File: config.mk
export PLATFORM = sky130hd
export DESIGN_NAME = maze_wall_engine
export DESIGN_NICKNAME = d
export VERILOG_FILES = /design/src/rtl/maze_pkg.sv /design/src/rtl/maze_wall_collide.sv /design/src/rtl/maze_wall_engine.sv
export SDC_FILE = /design/constraint.sdc
export NUM_CORES = 2
export LEC_CHECK = 0
export CAP_MARGIN = 20
export CELL_PAD_IN_SITES_DETAIL_PLACEMENT = 0
export CELL_PAD_IN_SITES_GLOBAL_PLACEMENT = 2
export CORE_UTILIZATION = 45
export DETAILED_ROUTE_END_ITERATION = 8
export PLACE_DENSITY = 0.88
export SYNTH_ARGS = -nofsm -noshare
export SYNTH_HDL_FRONTEND = slang
export SYNTH_SLANG_ARGS = --single-unit
File: constraint.sdc
create_clock -name clk -period 12.7 [get_ports clk]
set_input_delay 1.905 -clock clk [delete_from_list [all_inputs] [get_ports clk]]
set_output_delay 1.905 -clock clk [all_outputs]
set_load 0.01 [all_outputs]
File: src/rtl/maze_pkg.sv
// Shared types and constants for the maze wall engine.
// MAZE_DEFAULT_LAYOUT_EN selects whether DEFAULT_LAYOUT is loaded at reset.
package maze_pkg;

    localparam int NUM_WALLS_DEF = 32;
    localparam int COORD_W_DEF   = 11;
    localparam int BW_W_DEF      = 5;
    localparam int LAYOUT_LEN    = 26;

    // Bounds are exclusive: the interior is x0 < h < x1, y0 < v < y1.
    typedef struct packed {
        logic                   valid;
        logic [COORD_W_DEF-1:0] x0;
        logic [COORD_W_DEF-1:0] x1;
        logic [COORD_W_DEF-1:0] y0;
        logic [COORD_W_DEF-1:0] y1;
    } wall_t;

    typedef enum logic [1:0] {
        IDLE = 2'd0,
        SCAN = 2'd1,
        DONE = 2'd2
    } scan_state_e;

    localparam wall_t DEFAULT_LAYOUT [LAYOUT_LEN] = '{
        '{1'b1, 11'd482, 11'd492, 11'd46,  11'd82 },
        '{1'b1, 11'd449, 11'd459, 11'd20,  11'd46 },
        '{1'b1, 11'd0,   11'd640, 11'd0,   11'd11 },
        '{1'b1, 11'd0,   11'd640, 11'd469, 11'd480},
        '{1'b1, 11'd0,   11'd11,  11'd0,   11'd480},
        '{1'b1, 11'd629, 11'd640, 11'd0,   11'd480},
        '{1'b1, 11'd40,  11'd200, 11'd60,  11'd70 },
        '{1'b1, 11'd100, 11'd110, 11'd70,  11'd200},
        '{1'b1, 11'd200, 11'd300, 11'd150, 11'd160},
        '{1'b1, 11'd290, 11'd300, 11'd160, 11'd260},
        '{1'b1, 11'd50,  11'd150, 11'd250, 11'd260},
        '{1'b1, 11'd150, 11'd160, 11'd260, 11'd400},
        '{1'b1, 11'd220, 11'd380, 11'd330, 11'd340},
        '{1'b1, 11'd370, 11'd380, 11'd200, 11'd330},
        '{1'b1, 11'd400, 11'd560, 11'd120, 11'd130},
        '{1'b1, 11'd550, 11'd560, 11'd130, 11'd250},
        '{1'b1, 11'd440, 11'd450, 11'd200, 11'd380},
        '{1'b1, 11'd450, 11'd600, 11'd300, 11'd310},
        '{1'b1, 11'd500, 11'd510, 11'd380, 11'd469},
        '{1'b1, 11'd60,  11'd70,  11'd300, 11'd440},
        '{1'b1, 11'd70,  11'd140, 11'd430, 11'd440},
        '{1'b1, 11'd240, 11'd250, 11'd380, 11'd469},
        '{1'b1, 11'd300, 11'd420, 11'd400, 11'd410},
        '{1'b1, 11'd580, 11'd629, 11'd180, 11'd190},
        '{1'b1, 11'd320, 11'd330, 11'd40,  11'd120},
        '{1'b1, 11'd200, 11'd210, 11'd11,  11'd90 }
    };

endpackage

File: src/rtl/maze_wall_collide.sv
// Combinational contact test of one wall against the ball; all sums are
// widened and signed so a ball wider than the wall's offset cannot wrap.
module maze_wall_collide
    import maze_pkg::*;
#(
    parameter int COORD_W = COORD_W_DEF,
    parameter int BW_W    = BW_W_DEF
)(
    input  wall_t              wall,
    input  logic [COORD_W-1:0] x_ball,
    input  logic [COORD_W-1:0] y_ball,
    input  logic [BW_W-1:0]    ball_width,
    output logic               stop_right,
    output logic               stop_left,
    output logic               stop_up,
    output logic               stop_down
);

    localparam int SW = COORD_W + 2;

    logic signed [SW-1:0] xb, yb, bw, x0, x1, y0, y1;
    logic signed [SW-1:0] x_end, y_end, x_last, y_last;
    logic                 xov, yov;

    assign xb = $signed(SW'(x_ball));
    assign yb = $signed(SW'(y_ball));
    assign bw = $signed(SW'(ball_width));
    assign x0 = $signed(SW'(wall.x0));
    assign x1 = $signed(SW'(wall.x1));
    assign y0 = $signed(SW'(wall.y0));
    assign y1 = $signed(SW'(wall.y1));

    assign x_end  = xb + bw;
    assign y_end  = yb + bw;
    assign x_last = x1 - SW'(1);
    assign y_last = y1 - SW'(1);

    assign yov = (y_end > y0) && (yb < y_last);
    assign xov = (x_end > x0) && (xb < x_last);

    assign stop_right = wall.valid && (x_end == x0) && yov;
    assign stop_left  = wall.valid && (xb == x_last) && yov;
    assign stop_down  = wall.valid && (y_end == y0) && xov;
    assign stop_up    = wall.valid && (yb == y_last) && xov;

endmodule

File: src/rtl/maze_wall_engine.sv
// Wall table with registered pixel enable and a one-entry-per-cycle collision scan.
// Define MAZE_DEFAULT_LAYOUT_EN to preload DEFAULT_LAYOUT into the table at reset.
module maze_wall_engine
    import maze_pkg::*;
#(
    parameter int NUM_WALLS = NUM_WALLS_DEF,
    parameter int COORD_W   = COORD_W_DEF,
    parameter int BW_W      = BW_W_DEF,
    parameter int IDX_W     = $clog2(NUM_WALLS)
)(
    input  logic               clk,
    input  logic               rst,
    input  logic               wr_en,
    input  logic [IDX_W-1:0]   wr_idx,
    input  logic               wr_valid,
    input  logic [COORD_W-1:0] wr_x0,
    input  logic [COORD_W-1:0] wr_x1,
    input  logic [COORD_W-1:0] wr_y0,
    input  logic [COORD_W-1:0] wr_y1,
    input  logic [COORD_W-1:0] hcounter,
    input  logic [COORD_W-1:0] vcounter,
    output logic               enable,
    input  logic [COORD_W-1:0] x_ball,
    input  logic [COORD_W-1:0] y_ball,
    input  logic [BW_W-1:0]    ball_width,
    input  logic               chk_start,
    output logic               chk_busy,
    output logic               chk_done,
    output logic               stop_right,
    output logic               stop_left,
    output logic               stop_up,
    output logic               stop_down
);

    wall_t              wall_tab [NUM_WALLS];
    scan_state_e        state, state_nxt;
    logic [IDX_W-1:0]   idx;
    logic [COORD_W-1:0] x_lat, y_lat;
    logic [BW_W-1:0]    bw_lat;
    logic [3:0]         acc, hit4;
    logic               start_scan, publish, hit_any;

    always_ff @(posedge clk) begin
        if (rst) begin
            for (int i = 0; i < NUM_WALLS; i++)
                wall_tab[i] <= '0;
`ifdef MAZE_DEFAULT_LAYOUT_EN
            for (int i = 0; i < LAYOUT_LEN; i++)
                wall_tab[i] <= DEFAULT_LAYOUT[i];
`endif
        end else if (wr_en) begin
            wall_tab[wr_idx] <= '{wr_valid, wr_x0, wr_x1, wr_y0, wr_y1};
        end
    end

    always_comb begin
        hit_any = 1'b0;
        for (int i = 0; i < NUM_WALLS; i++)
            if (wall_tab[i].valid &&
                hcounter > wall_tab[i].x0 && hcounter < wall_tab[i].x1 &&
                vcounter > wall_tab[i].y0 && vcounter < wall_tab[i].y1)
                hit_any = 1'b1;
    end

    // Pixel stage: one cycle from counters to enable
    always_ff @(posedge clk) begin
        if (rst) enable <= 1'b0;
        else     enable <= hit_any;
    end

    maze_wall_collide #(.COORD_W(COORD_W), .BW_W(BW_W)) u_collide (
        .wall       (wall_tab[idx]),
        .x_ball     (x_lat),
        .y_ball     (y_lat),
        .ball_width (bw_lat),
        .stop_right (hit4[3]),
        .stop_left  (hit4[2]),
        .stop_up    (hit4[1]),
        .stop_down  (hit4[0])
    );

    always_comb begin
        state_nxt  = state;
        chk_busy   = 1'b0;
        start_scan = 1'b0;
        publish    = 1'b0;
        case (state)
            IDLE: if (chk_start) begin
                start_scan = 1'b1;
                state_nxt  = SCAN;
            end
            SCAN: begin
                chk_busy = 1'b1;
                if (idx == IDX_W'(NUM_WALLS - 1)) state_nxt = DONE;
            end
            DONE: begin
                publish   = 1'b1;
                state_nxt = IDLE;
            end
            default: state_nxt = IDLE;
        endcase
    end

    always_ff @(posedge clk) begin
        if (rst) begin
            state    <= IDLE;
            idx      <= '0;
            chk_done <= 1'b0;
            {stop_right, stop_left, stop_up, stop_down} <= 4'b0;
        end else begin
            state    <= state_nxt;
            chk_done <= publish;
            if (start_scan)    idx <= '0;
            else if (chk_busy) idx <= idx + 1'b1;
            if (publish) {stop_right, stop_left, stop_up, stop_down} <= acc;
        end
    end

    // Scan datapath: ball snapshot and running OR of contact bits
    always_ff @(posedge clk) begin
        if (start_scan) begin
            x_lat  <= x_ball;
            y_lat  <= y_ball;
            bw_lat <= ball_width;
            acc    <= 4'b0;
        end else if (chk_busy) begin
            acc <= acc | hit4;
        end
    end

endmodule

Yosys cells after proc, flatten, opt, wreduce, memory -nomap -nowiden
Memories as Yosys holds them, arrays and structs flattened. A register that Yosys moved wholly into a read port is not among the register bits.
Index checks and enable logic that the tools add are counted.
Word-level totals
  bits in registers: 44
  bits in writable memories: 1440
  output and inout port bits: 7
  memories kept: 1
Cells by class
  add/sub/neg operators: 5
  $lt $le $gt $ge: 132
  equality and inequality tests: 9
  mux-type cells: 49
  bitwise operators: 1
  reduce and logical (&&, ||, !) cells: 142
Memory list
  wall_tab: depth 32, bits a word 45, rd ports 33, clocked after Yosys merged registers in 1, wr ports 32, line maze_wall_engine.sv:35  | wall_t wall_tab [NUM_WALLS];
Operators by type and width (count)
  $gt 11x11->1: 64
  $lt 11x11->1: 64
  $logic_and 1x1->1: 138
  $mux 45: 1
  $reduce_or 45->1: 1
  $mux 1: 42
  $eq 12x13->1: 2
  $eq 13x12->1: 2
  $gt 13x12->1: 2
  $lt 12x13->1: 2
  $add 11x5->12: 2
  $sub 11x1->12 const B: 2
  $mux 5: 3
  $add 5x1->5 const B: 1
  $eq 5x5->1 const B: 1
  $mux 2: 2
  $ne 2x2->1 const B: 2
  $or 4x4->4: 1
  $pmux 2 s2: 1
  $eq 2x1->1 const B: 1
  $eq 2x2->1 const B: 1
  $logic_not 2->1: 1
  $reduce_and 2->1: 1
  $reduce_or 2->1: 1

Longest topological paths before layout
An unclocked memory read counts as a cell.
  word-level depth: 38
  depth in mapped cells: 21
  gate-level depth less buffers: 16

By module
Synthesis repeated with hierarchy kept, for this count alone.
Second synthesis, totals
  cell total of the unflattened synthesis: 8771
  area, all modules: 101572.4 um^2
By module, submodules not included
  maze_wall_engine: times used 1, cells an instance 8500, area an instance 99523.0 um^2, seq. area each 44492.7 um^2
  maze_wall_collide: times used 1, cells an instance 271, area an instance 2049.5 um^2, seq. area each 0.0 um^2

Least setup slack after synthesis
OpenSTA, ideal clock, no wires.
  path type: input-to-reg
  from: in hcounter[0]
  to: reg enable
  library setup time: 0.140 ns
  data arrival time: 4.834 ns
  path slack: 7.726 ns
  stages: 13
  cell sequence: clkbuf_1 > inv_1 > clkbuf_1 > ha_1 > nand3b_1 > a21oi_1 > or3_1 > a221oi_1 > a2111oi_0 > a22oi_1 > nand4_1 > nor4_1 > a41oi_1
On the way
  word-level cells in the longest chain between the ends: 37
  elaborated cells on any way between the ends: 224
RTL lines
  start: declaration: line maze_wall_engine.sv:20  | input logic [COORD_W-1:0] hcounter,
  $gt 11x11->1: line maze_wall_engine.sv:60  | hcounter > wall_tab[i].x0 && hcounter < wall_tab[i].x1 &&
  $logic_and 1x1->1: line maze_wall_engine.sv:59  | if (wall_tab[i].valid &&
  $logic_and 1x1->1 (2 in a row): line maze_wall_engine.sv:60
  $logic_and 1x1->1: line maze_wall_engine.sv:61  | vcounter > wall_tab[i].y0 && vcounter < wall_tab[i].y1)
  $mux 1 (31 in a row): line maze_wall_engine.sv:59
  $mux 1 *: line maze_wall_engine.sv:59
  end signal: assignment: line maze_wall_engine.sv:68  | else enable <= hit_any;
  end: declaration: line maze_wall_engine.sv:22  | output logic enable,
Mark *: on every way between the ends. The rest lies on a longest branch, timed or not.
A chain may end at the register's enable or synchronous reset.

==> results list <==
* Outcome: complete, but fails checks
- Violated checks: design-rule violations
- For this design the ratio of total power to cell area is 118 nW/µm².
- Power dissipated by switching net loads: 3.90 mW
- In this run, synthesis inferred 1467 flip-flops with an integrated enable.
- Count of pins on the block boundary: 110
- For the worst setup path, the data required time is 13.46 ns.
- During placement, the flow inserted port buffers numbering 109.
* Total via count after detailed routing: 74064
* Top_reg_cell synth: sky130_fd_sc_hd__edfxtp_1
- Seq pwr share: 0.441
* Via count of the first global-routing pass: 70945
* Most used cells in the layout excluding fill and tap cells: sky130_fd_sc_hd__edfxtp_1 (1467), sky130_fd_sc_hd__and2_1 (1441), sky130_fd_sc_hd__ha_1 (1402)
- Counting the fill cells in the layout gives 19745.
* Worst vdd rail ir drop: 0.0876 mV
- Entering global routing, the biggest net connects 96 pins.
- After synthesis the netlist holds a flip-flop and latch count of 1489.
- Library cell contributing the largest single delay on the critical path: sky130_fd_sc_hd__dfxtp_4
* Buffers inserted during post-CTS setup optimization: 0
- Clock buffers created by TritonCTS: 176
- Of all flip-flops after synthesis, the portion carrying an async set or reset was 0.
* Synth unique cells: 78
* Worst clock skew: 0.0375 ns
- Unrepaired setup endpoints after global routing: no
- The later pin in the worst-skew pair is clocked with a latency of 0.88 ns.
- Of the total power, the share spent switching nets is 0.293.
- The die covers 228000 µm².
* Initial antenna violation count: 27
- For the pin with the worst max-slew slack, the measured transition is 1.27 ns.
* Clock H-tree levels: 4
- For this run, the detailed router's first-pass iteration total came to 9.
- The number of nets handed over by synthesis was 10314.
- The number of pins exceeding their max-slew limit in the final report is 0.
* Cell total after placement: 11694
- CP Capture Type: flip-flop
- The number of hold buffers added after CTS was 0.
- Global routing usage summed across all routing layers: 0.336
- P_leak: 47.5 nW
- Largest buffer count on any clock path: 3
* Remaining global-route overflow: 0
- Synthesis produced 8807 cells.
- The share of total power dissipated in the clock network is 0.386.
* Iter 0 DRT Violations: 10089
* GP Congestion: 0.995
* Fin crit period: 6.21 ns
* Residual antenna-violating net count after detailed routing: 0
* Clock sink total: 1489
- Vias per Instance: 6.16
* Kind of launch point of the worst setup path: flip-flop
- The floorplan step set the die height to 478 µm.
* Sequential cell area: 44500 µm²
- The first global-routing pass estimated 544000 µm of wire.
- Multi-input gate area in the final layout: 51000 µm²
- Leaving out fill and tap cells, the most frequent cell in the layout is sky130_fd_sc_hd__edfxtp_1.
- The signal on the critical path passes through buf_12 > buf_12 > mux4_2 > mux4_2 > or2_0 > o31ai_4 > nand2_4 > nor2_4 > nand4_1 > xnor2_1 > ha_1 > nor2b_1 > o21ai_0 > nand2b_1 > nor4_1 > nand3_1 > o31ai_1.
- # rows: 174
* P&R area growth vs syn: 10.3%
* Type of the worst setup path: flip-flop to flip-flop
* Max transition margin: 0.144
- Clock tree root buffer cell: sky130_fd_sc_hd__clkbuf_16
- The initial utilization of the core area, before any placement, comes to 0.453.
- Once layout is complete, the utilization of the core stands at 0.500.
- TritonCTS built the clock tree.
- Synthesized area divided by synthesized cell count: 11.6 µm²
* Total wirelength of the detailed-routed design: 388000 µm
* Critical path data arrival time: 6.97 ns
- The finished layout holds 12030 standard cells, fillers aside.
- Of all nets on the critical path, the largest fanout is 95.
* Cts repair resizes: 0
- Proportion of layout cells with a drive suffix above 1: 0.110
- For this run, the post-layout net count is 10390.
* Sequential area share after synthesis: 0.436
- Post-synthesis instance area: 102000 µm²
- After routing, the total negative slack on setup checks comes to 0 ns.
- The min-delay analysis places its worst path in the category flip-flop to flip-flop.
* Core Area: 225000 µm²
* Clock-pin transition on the worst setup and hold timing paths: 0.06 ns
- Cell internal power was estimated by the tool at 9.41 mW.
- Hold violation count in the final report: 0
- Setup violations remaining at the end of the flow were counted as 0.
- The die is 478 µm wide.
- After detailed routing, the number of remaining DRC violations is 14.
* Warnings from Yosys: 0
- Critical Path Max Stage Delay: 0.87 ns
* Wirelength per Cell: 32.3 µm
* HPWL after detailed placement: 278000 µm
- Max-cap violation count: 0
- Power share of the combinational group: 0.173
- Of the available clock period, the critical path in the final layout requires 0.489.
- Maximum achievable frequency: 0.161 GHz
-- cell families (layout without fill, tap and decap cells) --
kind of cell / Yosys count / in the layout / synth area share
fa+ha+maj: 1404 / 1404 / 0.172
simple gates: 2482 / 2482 / 0.142
other cells: 0 / 6 / 0
mux: 496 / 496 / 0.104
flops: 1489 / 1489 / 0.436
compound gates: 1163 / 1163 / 0.0765
buf+inv: 1735 / 1960 / 0.0656
xor+xnor: 38 / 38 / 0.00327
-- critical path, delay by kind of cell (launching register included) --
kind / cells / cell delay (ns)
AO/OA/AOI/OAI: 3 / 0.92
AND/OR/NAND/NOR: 8 / 1.54
flip-flops: 1 / 0.87
buffers and inverters: 2 / 1.04
adder cells (fa/ha/maj): 1 / 0.32
multiplexers: 2 / 0.98
XOR/XNOR: 1 / 0.17
-- state kept, by name (all words and copies together), names as in the netlist, named ones only --
name / cells
chk_done: 1
bw_lat: 5
stop_up: 1
wall_tab: 1440
idx: 5
state: 2
stop_right: 1
x_lat: 11
enable: 1
acc: 4
stop_left: 1
y_lat: 11
stop_down: 1
-- per-layer routing --
metal	vias up	global-route usage	share of wire	wire length [µm]
li1	32044	-	-	-
met1	37361	0.486	0.43	166000
met2	4059	0.489	0.42	165000
met3	590	0.0734	0.11	41600
met4	10	0.129	0.042	16400
met5	-	0	0.00014	56
-- worst paths after layout --
check	endpoint	slack (ns)	cells after the start	start
worst max register to register	acc[1]$_SDFFE_PP0P_	6.49	17	flip-flop
worst max-delay path	acc[1]$_SDFFE_PP0P_	6.49	17	flip-flop
worst min-delay path	stop_up$_SDFFE_PP0P_	0.50	2	stop_up$_SDFFE_PP0P_
worst min register to register	stop_up$_SDFFE_PP0P_	0.50	2	stop_up$_SDFFE_PP0P_
-- metrics by stage --
stage	area, µm²	hold slack (ns)	total power, mW	setup WS, ns
6_report	112000	0.503	13.3	6.49
5_1_grt	112000	0.540	13.7	6.18
4_1_cts	112000	0.502	13.3	6.66
3_5_place_dp	107000	0.488	8.20	6.03
3_3_place_gp	107000	0.483	8.16	5.68
2_1_floorplan	102000	0.425	7.13	7.73
-- cells in the mapped netlist, types with 10 or more instances --
| cell type | instances | area, µm² |
|---|---|---|
| sky130_fd_sc_hd__a21o_1 | 107 | 803 |
| sky130_fd_sc_hd__nor2_1 | 211 | 792 |
| sky130_fd_sc_hd__o21bai_1 | 17 | 128 |
| sky130_fd_sc_hd__nor2b_1 | 85 | 532 |
| sky130_fd_sc_hd__a211o_1 | 23 | 201 |
| sky130_fd_sc_hd__a31oi_1 | 32 | 200 |
| sky130_fd_sc_hd__and2_1 | 1441 | 9010 |
| sky130_fd_sc_hd__buf_1 | 10 | 37.5 |
| sky130_fd_sc_hd__or2_2 | 33 | 206 |
| sky130_fd_sc_hd__mux2i_1 | 42 | 420 |
| sky130_fd_sc_hd__o21ai_0 | 226 | 1130 |
| sky130_fd_sc_hd__or4_1 | 11 | 82.6 |
| sky130_fd_sc_hd__a21boi_0 | 20 | 150 |
| sky130_fd_sc_hd__xor2_1 | 18 | 158 |
| sky130_fd_sc_hd__a21oi_1 | 256 | 1280 |
| sky130_fd_sc_hd__inv_1 | 1353 | 5080 |
| sky130_fd_sc_hd__nor4_1 | 40 | 250 |
| sky130_fd_sc_hd__clkbuf_1 | 319 | 1200 |
| sky130_fd_sc_hd__dfxtp_1 | 22 | 440 |
| sky130_fd_sc_hd__a22oi_1 | 13 | 97.6 |
| sky130_fd_sc_hd__nand4_1 | 173 | 1080 |
| sky130_fd_sc_hd__nor3_1 | 89 | 445 |
| sky130_fd_sc_hd__a221oi_1 | 16 | 140 |
| sky130_fd_sc_hd__xnor2_1 | 20 | 175 |
| sky130_fd_sc_hd__a2111oi_0 | 50 | 438 |
| sky130_fd_sc_hd__ha_1 | 1402 | 17500 |
| sky130_fd_sc_hd__o21a_1 | 97 | 728 |
| sky130_fd_sc_hd__o211ai_1 | 55 | 413 |
| sky130_fd_sc_hd__nand3_1 | 117 | 586 |
| sky130_fd_sc_hd__a211oi_1 | 93 | 698 |
| sky130_fd_sc_hd__o2111ai_1 | 62 | 543 |
| sky130_fd_sc_hd__buf_2 | 32 | 160 |
| sky130_fd_sc_hd__buf_6 | 15 | 169 |
| sky130_fd_sc_hd__nand2_1 | 163 | 612 |
| sky130_fd_sc_hd__o31ai_1 | 17 | 128 |
| sky130_fd_sc_hd__nand2b_1 | 62 | 388 |
| sky130_fd_sc_hd__edfxtp_1 | 1467 | 44100 |
| sky130_fd_sc_hd__and3_1 | 11 | 68.8 |
| sky130_fd_sc_hd__o22ai_1 | 11 | 68.8 |
| sky130_fd_sc_hd__mux4_2 | 450 | 10100 |
-- cell type report --
| cell class | count | area share |
|---|---|---|
| sequential | 1489 | 0.396 |
| antenna | 6 | 0.000134 |
| clock buffer | 218 | 0.0416 |
| timing repair buffer | 279 | 0.0214 |
| tap | 2992 | 0.0333 |
| clock inverter | 109 | 0.00887 |
| inverter | 1354 | 0.0452 |
| multi-input combinational | 5583 | 0.454 |
-- power by group through the flow --
stage	clock network, mW	logic [mW]	registers [mW]
after floorplan	0	1.28	5.85
after global placement	0	2.21	5.95
after detailed placement	0	2.23	5.96
final	5.14	2.30	5.87
after CTS	5.17	2.25	5.86
after global routing	5.34	2.46	5.89
No activity file was read; power rests on OpenSTA's default activity.
